`src/rtl/bus_arb_pkg.sv`:
```
// Shared definitions for the 8-requester round-robin bus arbiter:
// requester count, select width, FSM state type and the one-hot helper.
package bus_arb_pkg;

   localparam int NREQ = 8;
   localparam int SELW = 3;

   typedef enum logic [0:0] {
      IDLE = 1'b0,
      BUSY = 1'b1
   } arb_state_e;

   // Index to one-hot conversion, used for grant and ack vectors.
   function automatic logic [NREQ-1:0] onehot(input logic [SELW-1:0] idx);
      logic [NREQ-1:0] v;
      v      = '0;
      v[idx] = 1'b1;
      return v;
   endfunction

endpackage

```
`src/rtl/mux8x1_32bits.sv`:
```
// 8-to-1 multiplexer for 32-bit words, steered by a 3-bit control.
module mux8x1_32bits (
   input  logic [2:0]  control,
   input  logic [31:0] in0,
   input  logic [31:0] in1,
   input  logic [31:0] in2,
   input  logic [31:0] in3,
   input  logic [31:0] in4,
   input  logic [31:0] in5,
   input  logic [31:0] in6,
   input  logic [31:0] in7,
   output logic [31:0] out
);

   // Select one input word according to control.
   always_comb begin
      out = in0;
      unique case (control)
         3'd0: out = in0;
         3'd1: out = in1;
         3'd2: out = in2;
         3'd3: out = in3;
         3'd4: out = in4;
         3'd5: out = in5;
         3'd6: out = in6;
         3'd7: out = in7;
      endcase
   end

endmodule

```
`src/rtl/rr_pick8.sv`:
```
// Combinational rotating priority encoder: returns the first set bit of req,
// searching ptr, ptr+1, ... modulo 8.
module rr_pick8
   import bus_arb_pkg::*;
(
   input  logic [NREQ-1:0] req,
   input  logic [SELW-1:0] ptr,
   output logic            found,
   output logic [SELW-1:0] idx
);

   logic [SELW-1:0] w_cand;

   // Walk the candidates from farthest to nearest so the nearest one wins.
   always_comb begin
      // NOTE: every signal written here gets a default first, so no path leaves it unassigned and no latch is inferred.
      found  = 1'b0;
      idx    = ptr;
      w_cand = ptr;
      for (int k = NREQ - 1; k >= 0; k--) begin
         w_cand = ptr + SELW'(k);
         if (req[w_cand]) begin
            found = 1'b1;
            idx   = w_cand;
         end
      end
   end

endmodule

```
`src/rtl/bus_arbiter8_32bits.sv`:
```
// Round-robin arbiter for eight 32-bit producers sharing one valid/ready
// consumer port. Bursts end on req_last or after MAX_BURST beats, then the
// pointer moves past the releasing requester and the next one is granted on
// the same edge. Optional macro ARB_LOCK_EN adds a lock input that lets a
// requester hold the grant beyond MAX_BURST until an unlocked last beat.
module bus_arbiter8_32bits
   import bus_arb_pkg::*;
#(
   parameter int MAX_BURST = 4
) (
   input  logic            clk,
   input  logic            rst_n,
   input  logic [NREQ-1:0] req,
   input  logic [NREQ-1:0] req_last,
   input  logic [31:0]     d0,
   input  logic [31:0]     d1,
   input  logic [31:0]     d2,
   input  logic [31:0]     d3,
   input  logic [31:0]     d4,
   input  logic [31:0]     d5,
   input  logic [31:0]     d6,
   input  logic [31:0]     d7,
   input  logic            out_ready,
`ifdef ARB_LOCK_EN
   input  logic [NREQ-1:0] lock,
`endif
   output logic            out_valid,
   output logic [31:0]     data_out,
   output logic [SELW-1:0] sel,
   output logic [NREQ-1:0] grant,
   output logic [NREQ-1:0] ack
);

   localparam int              CNTW      = $clog2(MAX_BURST) + 1;
   localparam logic [CNTW-1:0] BEAT_LAST = CNTW'(MAX_BURST - 1);
   localparam logic [CNTW-1:0] BEAT_MAX  = '1;

   arb_state_e      r_state;
   logic [NREQ-1:0] r_grant;
   logic [SELW-1:0] r_sel;
   logic [SELW-1:0] r_ptr;
   logic            r_valid;
   logic [CNTW-1:0] r_beat_cnt;

   logic            w_xfer;
   logic            w_cap;
   logic            w_release;
   logic            w_abort;
   logic [SELW-1:0] w_sel_next;
   logic [SELW-1:0] w_pick_ptr;
   logic [NREQ-1:0] w_pick_req;
   logic            w_found;
   logic [SELW-1:0] w_idx;

   assign w_xfer     = r_valid & out_ready;
   assign w_cap      = (r_beat_cnt >= BEAT_LAST);
   assign w_sel_next = r_sel + SELW'(1);

`ifdef ARB_LOCK_EN
   // A locked requester keeps the bus past the beat cap until an unlocked last beat.
   assign w_release  = w_xfer & ~lock[r_sel] & (req_last[r_sel] | w_cap);
`else
   assign w_release  = w_xfer & (req_last[r_sel] | w_cap);
`endif

   // Requester withdrew while its beat was still pending: protocol violation.
   assign w_abort    = (r_state == BUSY) & ~req[r_sel] & ~w_xfer;

   assign ack        = {NREQ{w_xfer}} & onehot(r_sel);

   // While busy, arbitration looks ahead from the pointer the release will set,
   // ignoring the requester whose beat is being acknowledged this cycle.
   assign w_pick_ptr = (r_state == BUSY) ? w_sel_next : r_ptr;
   assign w_pick_req = (r_state == BUSY) ? (req & ~ack) : req;

   rr_pick8 u_pick (
      .req   (w_pick_req),
      .ptr   (w_pick_ptr),
      .found (w_found),
      .idx   (w_idx)
   );

   mux8x1_32bits u_mux (
      .control (r_sel),
      .in0     (d0),
      .in1     (d1),
      .in2     (d2),
      .in3     (d3),
      .in4     (d4),
      .in5     (d5),
      .in6     (d6),
      .in7     (d7),
      .out     (data_out)
   );

   // Grant FSM: arbitration, burst counting, release/re-grant and abort.
   always_ff @(posedge clk or negedge rst_n) begin
      if (!rst_n) begin
         r_state    <= IDLE;
         r_grant    <= '0;
         r_sel      <= '0;
         r_ptr      <= '0;
         r_valid    <= 1'b0;
         r_beat_cnt <= '0;
      end else begin
         // NOTE: state registers use non-blocking assignments so every flop samples pre-edge values.
         unique case (r_state)
            IDLE: begin
               if (w_found) begin
                  r_state    <= BUSY;
                  r_grant    <= onehot(w_idx);
                  r_sel      <= w_idx;
                  r_valid    <= 1'b1;
                  r_beat_cnt <= '0;
               end
            end
            BUSY: begin
               if (w_release) begin
                  r_ptr      <= w_sel_next;
                  r_beat_cnt <= '0;
                  if (w_found) begin
                     r_grant <= onehot(w_idx);
                     r_sel   <= w_idx;
                  end else begin
                     r_state <= IDLE;
                     r_grant <= '0;
                     r_valid <= 1'b0;
                  end
               end else if (w_xfer) begin
                  if (r_beat_cnt != BEAT_MAX) begin
                     r_beat_cnt <= r_beat_cnt + CNTW'(1);
                  end
               end else if (w_abort) begin
                  r_state    <= IDLE;
                  r_grant    <= '0;
                  r_valid    <= 1'b0;
                  r_ptr      <= w_sel_next;
                  r_beat_cnt <= '0;
               end
            end
         endcase
      end
   end

   assign out_valid = r_valid;
   assign grant     = r_grant;
   assign sel       = r_sel;

endmodule

```
`config.mk`:
```
export PLATFORM = sky130hd
export DESIGN_NAME = bus_arbiter8_32bits
export DESIGN_NICKNAME = d
export VERILOG_FILES = /design/src/rtl/bus_arb_pkg.sv /design/src/rtl/mux8x1_32bits.sv /design/src/rtl/rr_pick8.sv /design/src/rtl/bus_arbiter8_32bits.sv
export SDC_FILE = /design/constraint.sdc
export NUM_CORES = 1
export LEC_CHECK = 0
export ABC_CLOCK_PERIOD_IN_PS = 8000
export BUFFER_PORTS_ARGS = -buffer_cell sky130_fd_sc_hd__buf_2
export CAP_MARGIN = 40
export CORE_AREA = 2 2 125 127
export CTS_CLUSTER_SIZE = 16
export DETAILED_ROUTE_END_ITERATION = 8
export DIE_AREA = 0 0 127 129
export GPL_TIMING_DRIVEN = 0
export HOLD_SLACK_MARGIN = 0.02
export PLACE_DENSITY = 0.58
export SYNTH_ARGS = -nofsm -noshare
export SYNTH_HDL_FRONTEND = slang
export SYNTH_HIERARCHICAL = 1
export SYNTH_SLANG_ARGS = --single-unit
```
`constraint.sdc`:
```
create_clock -name clk -period 8 [get_ports clk]
set_clock_uncertainty 0.2 [all_clocks]
set_input_delay 1.6 -clock clk [delete_from_list [all_inputs] [get_ports clk]]
set_output_delay 1.6 -clock clk [all_outputs]
set_load 0.005 [all_outputs]
```
==> qor.txt, run 1 <==
Status: completed
Iter 0 DRT Violations: 458
Synthesis-stage register bit count: 19
RSZ-0062 raised after global routing: false
Most common cell after layout, fill and taps aside: buf_2
Total grt overflow: 0
Die area: 0.0164 mm²
Worst-path maximum fanout: 9
Final cell count without fillers: 1068
Simple-Gate Fraction of Synth Area: 0.189
Reg2Reg Depth: 14
Global-route wire length before repair: 33100 µm
Hold Path End: r_ptr[1]$_DFFE_PN0P_
Max Cap Viol: 0
Post-synth cell types: 68
Post-synth ARST share: 1.00
Post-Synth XOR/XNOR Area: 0.00993
Htree depth: 1
Reg-to-reg critical path startpoint: r_state$_DFF_PN0_
Slowest stage delay, CP: 0.51 ns
Setup crit end kind: flop
Post-Route WL: 22700 µm
Synth Area in Adders: 0.0170
Area grow syn2layout: 44.4%
Period utilization: 0.663
CP Data Required Time: 7.96 ns
Top FF cell, synth: dfrtp_1
Core Box Area: 0.0150 mm²
Crit path DAT: 5.27 ns
CTS Buf Count: 3
Lkg Pwr: 3.07 nW
Final #Nets: 1160
Root Driver: clkbuf_16
DR vias: 5801
Peak VDD IR: 0.000299 V
Max-slew violation count: 0
Hold path start: r_ptr[1]$_DFFE_PN0P_
TNS Setup: 0 ns
Min Hold Slack: 0.319 ns
Post-synth EDFFs: 0
Most frequent cells in the layout: buf_2 (358), a22oi_1 (55), nor2_1 (47)
Crit Path Class: in2reg
Initial antenna violation count: 3
DIE WIDTH: 127 µm
Worst-Margin Slew: 0.798 ns
Clock-pin slew on the worst setup and hold paths: 0.05 ns
CTS resizes: 0
Top delay family on crit path: simple AND/OR/NAND/NOR gates
Share of cells above drive strength 1: 0.528
Dpl hpwl: 19300 µm
Cell Rows: 45
Hold Path Depth: 1
Worst min path class: reg2reg
CTS max path bufs: 2
WL per Instance: 21.3 µm
CP Depth: 14
Post-Synthesis Cell Area: 0.00441 mm²
Min Tclk post-route: 5.30 ns
Gr usage total: 0.262
DRC Markers: 0
Worst setup SP type: input port
Initial Util: 0.294
Placed Cells: 1062
Drt first pass iters: 7
Vias in the first global route: 5584
Post-synthesis compound-gate area fraction: 0.368
Via-to-Cell Ratio: 5.43
Cts hold-fix bufs: 0
Fillers: 1611
Worst R2R End: grant[1]$_DFFE_PN0P_
Max Freq: 189 MHz
Buf+Inv Stages, Crit Path: 3
Utilization after layout: 0.425
CTS tree: yes
Sequential-to-total area share from yosys stat: 0.108
Port Buf Inserts: 326
Largest family of logic cells by synthesized area: compound AO/OA/AOI/OAI gates
Slew headroom: 0.465
Postcts setup bufs: 0
Reg-to-reg slack, setup: 2.88 ns
CP Cell Sequence: buf_2 > and2_1 > clkbuf_1 > nand3_1 > o31a_1 > mux4_2 > nand2b_1 > o21a_1 > o21a_1 > or4_1 > o31a_1 > buf_1 > or3b_2 > o22ai_1
Mapped Nets: 828
Syn_area_per_cell: 8.06 µm²
Placed Instance Area: 0.00628 mm²
CP max stage cell: mux4_2
Pin count of the biggest net entering global routing: 20
Yosys warning count: 6
Mapped Cells: 547
Clk sink count: 19
Die height: 129 µm
Ports: 327
Routability cong.: 1.03
Post-route antenna net violation count: 0
PD cells: 495 mW/mm²
Clk Latency, worst-skew pair: 0.25 ns
Design area: 0.00636 mm²
# setup viols final: 0
Mux share of post-synthesis cell area: 0.218
Hold Fails Final Rpt: 0
## Yosys cell counts (all sizes together) (10+ instances only)
| cell | instances | area (µm²) |
|---|---|---|
| nand2b | 38 | 238 |
| inv | 20 | 75.1 |
| o211ai | 30 | 225 |
| nor2 | 48 | 183 |
| a22oi | 56 | 425 |
| a31oi | 30 | 203 |
| mux2i | 26 | 273 |
| clkbuf | 14 | 53.8 |
| nand2 | 31 | 116 |
| mux2 | 40 | 462 |
| a21bo | 25 | 250 |
| dfrtp | 19 | 475 |
| buf | 42 | 269 |
| mux4 | 10 | 225 |
## final cells by class
type                       instances  area (µm²)  share of cell area
multi-input combinational        452        3530               0.555
timing repair buffer             327        1640               0.257
sequential                        19         475              0.0747
buffer                            56         323              0.0507
tap                              188         235              0.0370
clock buffer                       4        78.8              0.0124
inverter                          20        75.1              0.0118
antenna                            2        5.00            0.000786
## how the worst max path moves through the flow
| stage | start | endpoint | slack (ns) |
|---|---|---|---|
| after floorplan | out_ready | grant[1]$_DFFE_PN0P_ | 3.01 |
| after global placement | out_ready | grant[1]$_DFFE_PN0P_ | 2.48 |
| after detailed placement | out_ready | grant[1]$_DFFE_PN0P_ | 2.46 |
| after CTS | out_ready | grant[1]$_DFFE_PN0P_ | 2.71 |
| after global routing | out_ready | grant[1]$_DFFE_PN0P_ | 2.48 |
| final | out_ready | grant[1]$_DFFE_PN0P_ | 2.70 |
## routing by layer
layer,GRT usage,share of wire,wire length (µm),vias up
met3,0.0620,0.087,1970,22
met2,0.449,0.48,10900,266
met5,0,0.00062,14,-
met1,0.345,0.42,9560,2741
met4,0.0375,0.013,294,2
li1,-,-,-,2770
## power by group
part	total, W	internal (W)	switching, W
clock network	0.000103	0.0000678	0.0000352
logic	0.00288	0.00128	0.00160
registers	0.000165	0.000135	0.0000293
## worst register-to-register path, stage by stage, from the launching register on
cell and delay [ns]:
dfrtp_1 0.31, clkbuf_1 0.34, clkbuf_1 0.45, mux2i_1 0.34, buf_6 0.18, buf_2 0.25, inv_2 0.10, ha_1 0.43
mux4_2 0.42, mux2_4 0.32, or4_1 0.52, o31a_1 0.30, buf_1 0.21, or3b_2 0.51, o22ai_1 0.14
## flip-flops by register name, summed over array words and instances, names as in the netlist
signal      cells
r_beat_cnt      3
out_valid       1
grant           8
sel             3
r_state         1
r_ptr           3
## logic make-up (layout without fill, tap and decap cells)
kind of cell / after synthesis / after routing
fa+ha+maj: 6 / 6
other cells: 0 / 2
buf+inv: 76 / 407
simple gates: 159 / 159
mux: 76 / 76
compound gates: 206 / 206
flops: 19 / 19
xor+xnor: 5 / 5
## metrics by stage
step	total power (W)	setup WS [ns]
6_report	0.00315	2.70
5_1_grt	0.00341	2.48
4_1_cts	0.00314	2.71
3_5_place_dp	0.00303	2.46
3_3_place_gp	0.00301	2.48
2_1_floorplan	0.00219	3.01
(Power assumes the default switching activity.)
==> run 2: changes to the inputs <==
--- a/config.mk
+++ b/config.mk
@@ -5,16 +5,16 @@
 export SDC_FILE = /design/constraint.sdc
 export NUM_CORES = 1
 export LEC_CHECK = 0
-export ABC_CLOCK_PERIOD_IN_PS = 8000
+export ABC_CLOCK_PERIOD_IN_PS = 5500
 export BUFFER_PORTS_ARGS = -buffer_cell sky130_fd_sc_hd__buf_2
 export CAP_MARGIN = 40
-export CORE_AREA = 2 2 125 127
+export CORE_AREA = 2 2 126 128
 export CTS_CLUSTER_SIZE = 16
 export DETAILED_ROUTE_END_ITERATION = 8
-export DIE_AREA = 0 0 127 129
+export DIE_AREA = 0 0 128 130
 export GPL_TIMING_DRIVEN = 0
 export HOLD_SLACK_MARGIN = 0.02
-export PLACE_DENSITY = 0.58
+export PLACE_DENSITY = 0.57
 export SYNTH_ARGS = -nofsm -noshare
 export SYNTH_HDL_FRONTEND = slang
 export SYNTH_HIERARCHICAL = 1
==> constraint.sdc (replaced) <==
create_clock -name clk -period 5.5 [get_ports clk]
set_clock_uncertainty 0.2 [all_clocks]
set_input_delay 1.1 -clock clk [delete_from_list [all_inputs] [get_ports clk]]
set_output_delay 1.1 -clock clk [all_outputs]
set_load 0.005 [all_outputs]
==> run 2 against run 1 <==
  * Flip-flop and latch count stayed put
  * Power rose by 44%
  * Wire length is 0.59% lower
  * Global-route usage fell by 0.89 points
  * Via count decreased by 0.84%
  * Final cell count increased by 0.37%
  * Critical path type is now reg2reg
==> qor.txt, run 2 (same netlist as run 1, synthesis figures left out) <==
Status: completed
CTS Buf Count: 3 (unchanged)
Utilization after layout: 0.413 (-0.0119)
Dpl hpwl: 19200 µm (-0.67%)
Final cell count without fillers: 1072 (+0.37%)
Initial Util: 0.286 (-0.00855)
Pin count of the biggest net entering global routing: 20 (unchanged)
Logic pwr share: 0.912 (-0.003)
WL per Instance: 21.1 µm (-0.96%)
Hold Fails Final Rpt: 0 (unchanged)
Period utilization: 0.920
CTS max path bufs: 2 (unchanged)
Switching share of power: 0.526 (-0.00138)
Crit path DAT: 5.04 ns (-0.23 ns)
Vias in the first global route: 5328 (-4.6%)
Placed Cells: 1065 (+0.28%)
Die height: 130 µm (+0.78%)
Initial antenna violation count: 3 (unchanged)
PD cells: 713 mW/mm² (+44%)
Lkg Pwr: 3.07 nW (-0.17%)
Multi-input logic area: 0.00353 mm² (unchanged)
Cell Rows: 46 (+2.2%)
Max Cap Viol: 0 (unchanged)
Register area: 475 µm² (unchanged)
Port Buf Inserts: 326 (unchanged)
Largest register FFs: 8 (unchanged)
Share of cells above drive strength 1: 0.529 (+0.000603)
Most common cell after layout, fill and taps aside: buf_2
Setup crit end kind: flop
Post-Route WL: 22600 µm (-0.59%)
Global-route wire length before repair: 32100 µm (-3.2%)
Post-route antenna net violation count: 0 (unchanged)
DRC Markers: 0 (unchanged)
Fillers: 1703 (+5.7%)
DIE WIDTH: 128 µm (+0.79%)
Via-to-Cell Ratio: 5.37 (-1.2%)
Total Power: 0.00454 W (+44%)
Htree depth: 1 (unchanged)
Peak VDD IR: 0.000879 V (+190%)
Routability cong.: 0.944 (-8.0%)
Drt first pass iters: 5 (-2)
Core Box Area: 0.0154 mm² (+3.0%)
Total grt overflow: 0 (unchanged)
Worst setup SP type: flop
DR vias: 5752 (-0.84%)
Gr usage total: 0.253 (-0.00888)
Final #Nets: 1159 (-0.086%)
Iter 0 DRT Violations: 367 (-20%)
CTS resizes: 0 (unchanged)
Min Tclk post-route: 5.06 ns
Clk Latency, worst-skew pair: 0.25 ns (about the same)
Area grow syn2layout: 44.5% (about the same)
Cts hold-fix bufs: 0 (unchanged)
Max Freq: 198 MHz
# setup viols final: 0 (unchanged)
Crit Path Class: reg2reg
Most frequent cells in the layout: buf_2 (357), a22oi_1 (55), nor2_1 (47)
Max-slew violation count: 0 (unchanged)
CTS tree: yes
Min Hold Slack: 0.321 ns (+0.00126 ns)
Slew headroom: 0.402 (-0.0627)
Worst-Margin Slew: 0.890 ns (+0.0913 ns)
Seq pwr share: 0.053 (about the same)
Clock-pin slew on the worst setup and hold paths: 0.06 ns (about the same)
P_int: 0.00215 W (+45%)
Ports: 327 (unchanged)
Die area: 0.0166 mm² (+1.6%)
Clock share of power: 0.035 (+0.002)
TNS Setup: 0 ns (unchanged)
CP Data Required Time: 5.47 ns (-2.49 ns)
Postcts setup bufs: 0 (unchanged)
Reg-to-reg slack, setup: 0.44 ns (-2.44 ns)
Root Driver: clkbuf_16
Worst-path maximum fanout: 10 (+1)
Switching pwr: 0.00239 W (+44%)
RSZ-0062 raised after global routing: false
Clk sink count: 19 (unchanged)
Worst min path class: reg2reg
run 2: cell count changes in the layout (fill, tap and decap cells not counted):
cell        previous run  this run
clkinvlp_4             0         1
buf_2                358       357
clkbuf_1              14        13
diode_2                2         3
run 2: layer usage:
layer  wire [µm]  GRT usage
met5           0          0
met4         352     0.0472
met3        1670     0.0496
met2       11100      0.450
met1        9520      0.323
run 2: power groups by stage:
stage | Combinational, W | Clock (W) | Sequential (W)
after floorplan | 0.00295 | 0 | 0.000231
after global placement | 0.00413 | 0 | 0.000246
after detailed placement | 0.00411 | 0 | 0.000246
after CTS | 0.00413 | 0.000157 | 0.000244
after global routing | 0.00452 | 0.000163 | 0.000251
final | 0.00414 | 0.000157 | 0.000241
run 2: per-stage QoR:
step | instance area (µm²) | worst slack [ns]
2_1_floorplan | 4410 | 1.01
3_3_place_gp | 6280 | 0.402
3_5_place_dp | 6280 | 0.461
4_1_cts | 6360 | 0.444
5_1_grt | 6370 | 0.150
6_report | 6370 | 0.437
run 2: path summary, 6_finish.rpt:
kind                                 startpoint                        end  depth (start not counted)
hold reg to reg            r_ptr[1]$_DFFE_PN0P_       r_ptr[1]$_DFFE_PN0P_                          1
hold / removal             r_ptr[1]$_DFFE_PN0P_       r_ptr[1]$_DFFE_PN0P_                          1
min in group asynchronous                 rst_n  r_beat_cnt[2]$_DFFE_PN0P_                          1
setup / recovery              r_state$_DFF_PN0_       grant[1]$_DFFE_PN0P_                         14
max in group asynchronous                 rst_n       r_ptr[1]$_DFFE_PN0P_                          1
setup reg to reg              r_state$_DFF_PN0_       grant[1]$_DFFE_PN0P_                         14
run 2: cell type report:
class | count | share of cell area
Tap cell | 192 | 0.0377
Sequential cell | 19 | 0.0746
Multi-Input combinational cell | 452 | 0.555
Antenna cell | 3 | 0.00118
Buffer | 56 | 0.0507
Inverter | 20 | 0.0118
Clock buffer | 3 | 0.0118
Clock inverter | 1 | 0.00118
Timing Repair Buffer | 326 | 0.256
run 2: critical path, cell delays in order (launching register included):
cell and delay, ns:
dfrtp_1 0.32, clkbuf_1 0.32, clkbuf_1 0.40, mux2_2 0.26
buf_2 0.17, buf_2 0.28, inv_2 0.15, ha_1 0.46
mux4_2 0.44, mux2_4 0.31, or4_1 0.52, o31a_1 0.29
buf_1 0.21, or3b_2 0.50, o22ai_1 0.14
==> run 3: changes to the inputs <==
--- a/config.mk
+++ b/config.mk
@@ -8,13 +8,14 @@
 export ABC_CLOCK_PERIOD_IN_PS = 5500
 export BUFFER_PORTS_ARGS = -buffer_cell sky130_fd_sc_hd__buf_2
 export CAP_MARGIN = 40
-export CORE_AREA = 2 2 126 128
+export CORE_AREA = 2 2 128 130
+export CTS_BUF_LIST = sky130_fd_sc_hd__clkbuf_8
 export CTS_CLUSTER_SIZE = 16
 export DETAILED_ROUTE_END_ITERATION = 8
-export DIE_AREA = 0 0 128 130
+export DIE_AREA = 0 0 130 132
 export GPL_TIMING_DRIVEN = 0
 export HOLD_SLACK_MARGIN = 0.02
-export PLACE_DENSITY = 0.57
+export PLACE_DENSITY = 0.55
 export SYNTH_ARGS = -nofsm -noshare
 export SYNTH_HDL_FRONTEND = slang
 export SYNTH_HIERARCHICAL = 1
==> run 3 against run 2 <==
  * Utilization shrank 0.75 points
  * Global-route usage shrank 0.56 points
  * Design area is essentially flat
  * Final cell count grew 2.3%
  * Clock power shrank 32%
  * Clock-buffer cell count is the same
  * Non-clock buffer count grew 1
  * Hold slack lost 0.0035 ns
  * First-iteration DRC count grew 10%
  * Sequential share of layout area is essentially flat
  * Combinational power grew 2%
  * Largest cell class unchanged
==> qor.txt, run 3 (same netlist as run 1, synthesis figures left out) <==
Crit path DAT: 5.18 ns (+0.14 ns)
Die area: 0.0172 mm² (+3.1%)
WL per Instance: 20.6 µm (-2.5%)
Global-route wire length before repair: 32800 µm (+2.2%)
Final #Nets: 1160 (+0.086%)
Max Freq: 193 MHz (-2.5%)
Slew headroom: 0.468 (+0.0666)
Switching pwr: 0.00244 W (+2.1%)
DRC Markers: 0 (unchanged)
Post-Route WL: 22500 µm (-0.22%)
Switching share of power: 0.536 (+0.00950)
Worst-Margin Slew: 0.792 ns (-0.0971 ns)
Peak VDD IR: 0.000494 V (-44%)
Placed Instance Area: 0.00631 mm² (+0.56%)
Root Driver: clkbuf_8
Seq pwr share: 0.053 (about the same)
DIE WIDTH: 130 µm (+1.6%)
Die height: 132 µm (+1.5%)
Status: completed
P_int: 0.00211 W (-1.7%)
Area grow syn2layout: 44.5% (about the same)
Design area: 0.00637 mm² (about the same)
Clk sink count: 19 (unchanged)
Cts hold-fix bufs: 0 (unchanged)
Via-to-Cell Ratio: 5.25 (-2.2%)
Final cell count without fillers: 1097 (+2.3%)
Max-slew violation count: 0 (unchanged)
Hold Fails Final Rpt: 0 (unchanged)
Worst min path class: reg2reg
Clock-pin slew on the worst setup and hold paths: 0.08 ns (+0.02 ns)
Most common cell after layout, fill and taps aside: buf_2
Initial Util: 0.281 (-0.00523)
Initial antenna violation count: 5 (+2)
Routability cong.: 0.917 (-2.9%)
Dpl hpwl: 19100 µm (-0.72%)
Worst setup margin: 0.308 ns (-0.129 ns)
Crit Path Class: reg2reg
Lkg Pwr: 3.05 nW (-0.37%)
DR vias: 5754 (+0.035%)
Iter 0 DRT Violations: 405 (+10%)
Htree depth: 1 (unchanged)
Most frequent cells in the layout: buf_2 (358), a22oi_1 (55), nor2_1 (47)
Clk Latency, worst-skew pair: 0.26 ns (about the same)
Core Box Area: 0.0157 mm² (+1.9%)
Gr usage total: 0.248 (-0.00558)
Max Cap Viol: 0 (unchanged)
Logic pwr share: 0.924 (+0.012)
CTS Buf Count: 3 (unchanged)
Vias in the first global route: 5622 (+5.5%)
Setup crit end kind: flop
Worst-path maximum fanout: 10 (unchanged)
RSZ-0062 raised after global routing: false
Port Buf Inserts: 326 (unchanged)
DP Worst Slack: 0.332 ns (-0.129 ns)
Cell Rows: 46 (unchanged)
CP Data Required Time: 5.49 ns (+0.02 ns)
Pin count of the biggest net entering global routing: 20 (unchanged)
TNS Setup: 0 ns (unchanged)
Total Power: 0.00456 W (+0.32%)
CTS max path bufs: 2 (unchanged)
PD cells: 715 mW/mm² (+0.30%)
Drt first pass iters: 5 (unchanged)
Post-route antenna net violation count: 0 (unchanged)
Total grt overflow: 0 (unchanged)
Share of cells above drive strength 1: 0.530 (+0.000536)
Largest register FFs: 8 (unchanged)
CTS tree: yes
Clock share of power: 0.023 (-0.012)
# setup viols final: 0 (unchanged)
Placed Cells: 1090 (+2.3%)
Min Tclk post-route: 5.19 ns (+0.129 ns)
Ports: 327 (unchanged)
Period utilization: 0.944 (+0.0235)
Worst setup SP type: flop
## run 3: changes by cell type in the layout (fill, tap and decap cells not counted), sizes merged
cell / change
buf: +2
clkbuf: -1
## run 3: what timing repair did
action / in CTS / in global routing
resized for setup: 0 / 1
endpoints found under the setup margin: 0 / 1
buffers inserted: 0 / 0
## run 3: path summary, 6_finish.rpt
check,startpoint,endpoint,slack [ns],depth (start not counted)
worst min register to register,grant[5]$_DFFE_PN0P_,grant[5]$_DFFE_PN0P_,0.32,2
min in group asynchronous,rst_n,grant[5]$_DFFE_PN0P_,0.58,1
max in group asynchronous,rst_n,r_ptr[1]$_DFFE_PN0P_,4.20,1
worst min-delay path,grant[5]$_DFFE_PN0P_,grant[5]$_DFFE_PN0P_,0.32,2
worst max register to register,r_state$_DFF_PN0_,grant[1]$_DFFE_PN0P_,0.31,14
worst max-delay path,r_state$_DFF_PN0_,grant[1]$_DFFE_PN0P_,0.31,14
## run 3: final cells by class
class / instances / area (µm²)
well taps: 216 / 270
inverters: 20 / 75.1
clock inverters: 1 / 7.51
multi-input cells: 452 / 3530
repair buffers: 327 / 1640
clock buffers: 3 / 41.3
fillers: 1712 / 9340
flip-flops and latches: 19 / 475
plain buffers: 56 / 323
diodes: 3 / 7.51
## run 3: worst max-delay path: stages (launching register included)
cell	delay, ns
dfrtp_1	0.32
clkbuf_1	0.34
buf_1	0.43
mux2i_1	0.37
buf_6	0.20
buf_2	0.26
inv_2	0.10
ha_1	0.43
mux4_2	0.44
mux2_4	0.31
or4_1	0.52
o31a_1	0.32
buf_1	0.24
or3b_2	0.51
o22ai_1	0.13
## run 3: per-layer routing
layer | vias up | part of all wire | GRT usage
li1 | 2770 | - | -
met2 | 240 | 0.49 | 0.428
met1 | 2703 | 0.41 | 0.313
met4 | 2 | 0.023 | 0.0585
met5 | - | 0.00027 | 0
met3 | 39 | 0.078 | 0.0507
## run 3: per-stage QoR
stage	hold WS (ns)	util
after floorplan	0.278	-
after global placement	0.301	0.402
after detailed placement	0.303	0.402
after CTS	0.325	0.405
after global routing	0.349	0.405
final	0.317	0.405
## run 3: power by group through the flow
stage / combinational [W] / clock, W / sequential (W)
4_1_cts: 0.00418 / 0.000108 / 0.000242
2_1_floorplan: 0.00295 / 0 / 0.000231
5_1_grt: 0.00459 / 0.000114 / 0.000249
3_5_place_dp: 0.00417 / 0 / 0.000245
6_report: 0.00421 / 0.000106 / 0.000242
3_3_place_gp: 0.00417 / 0 / 0.000244
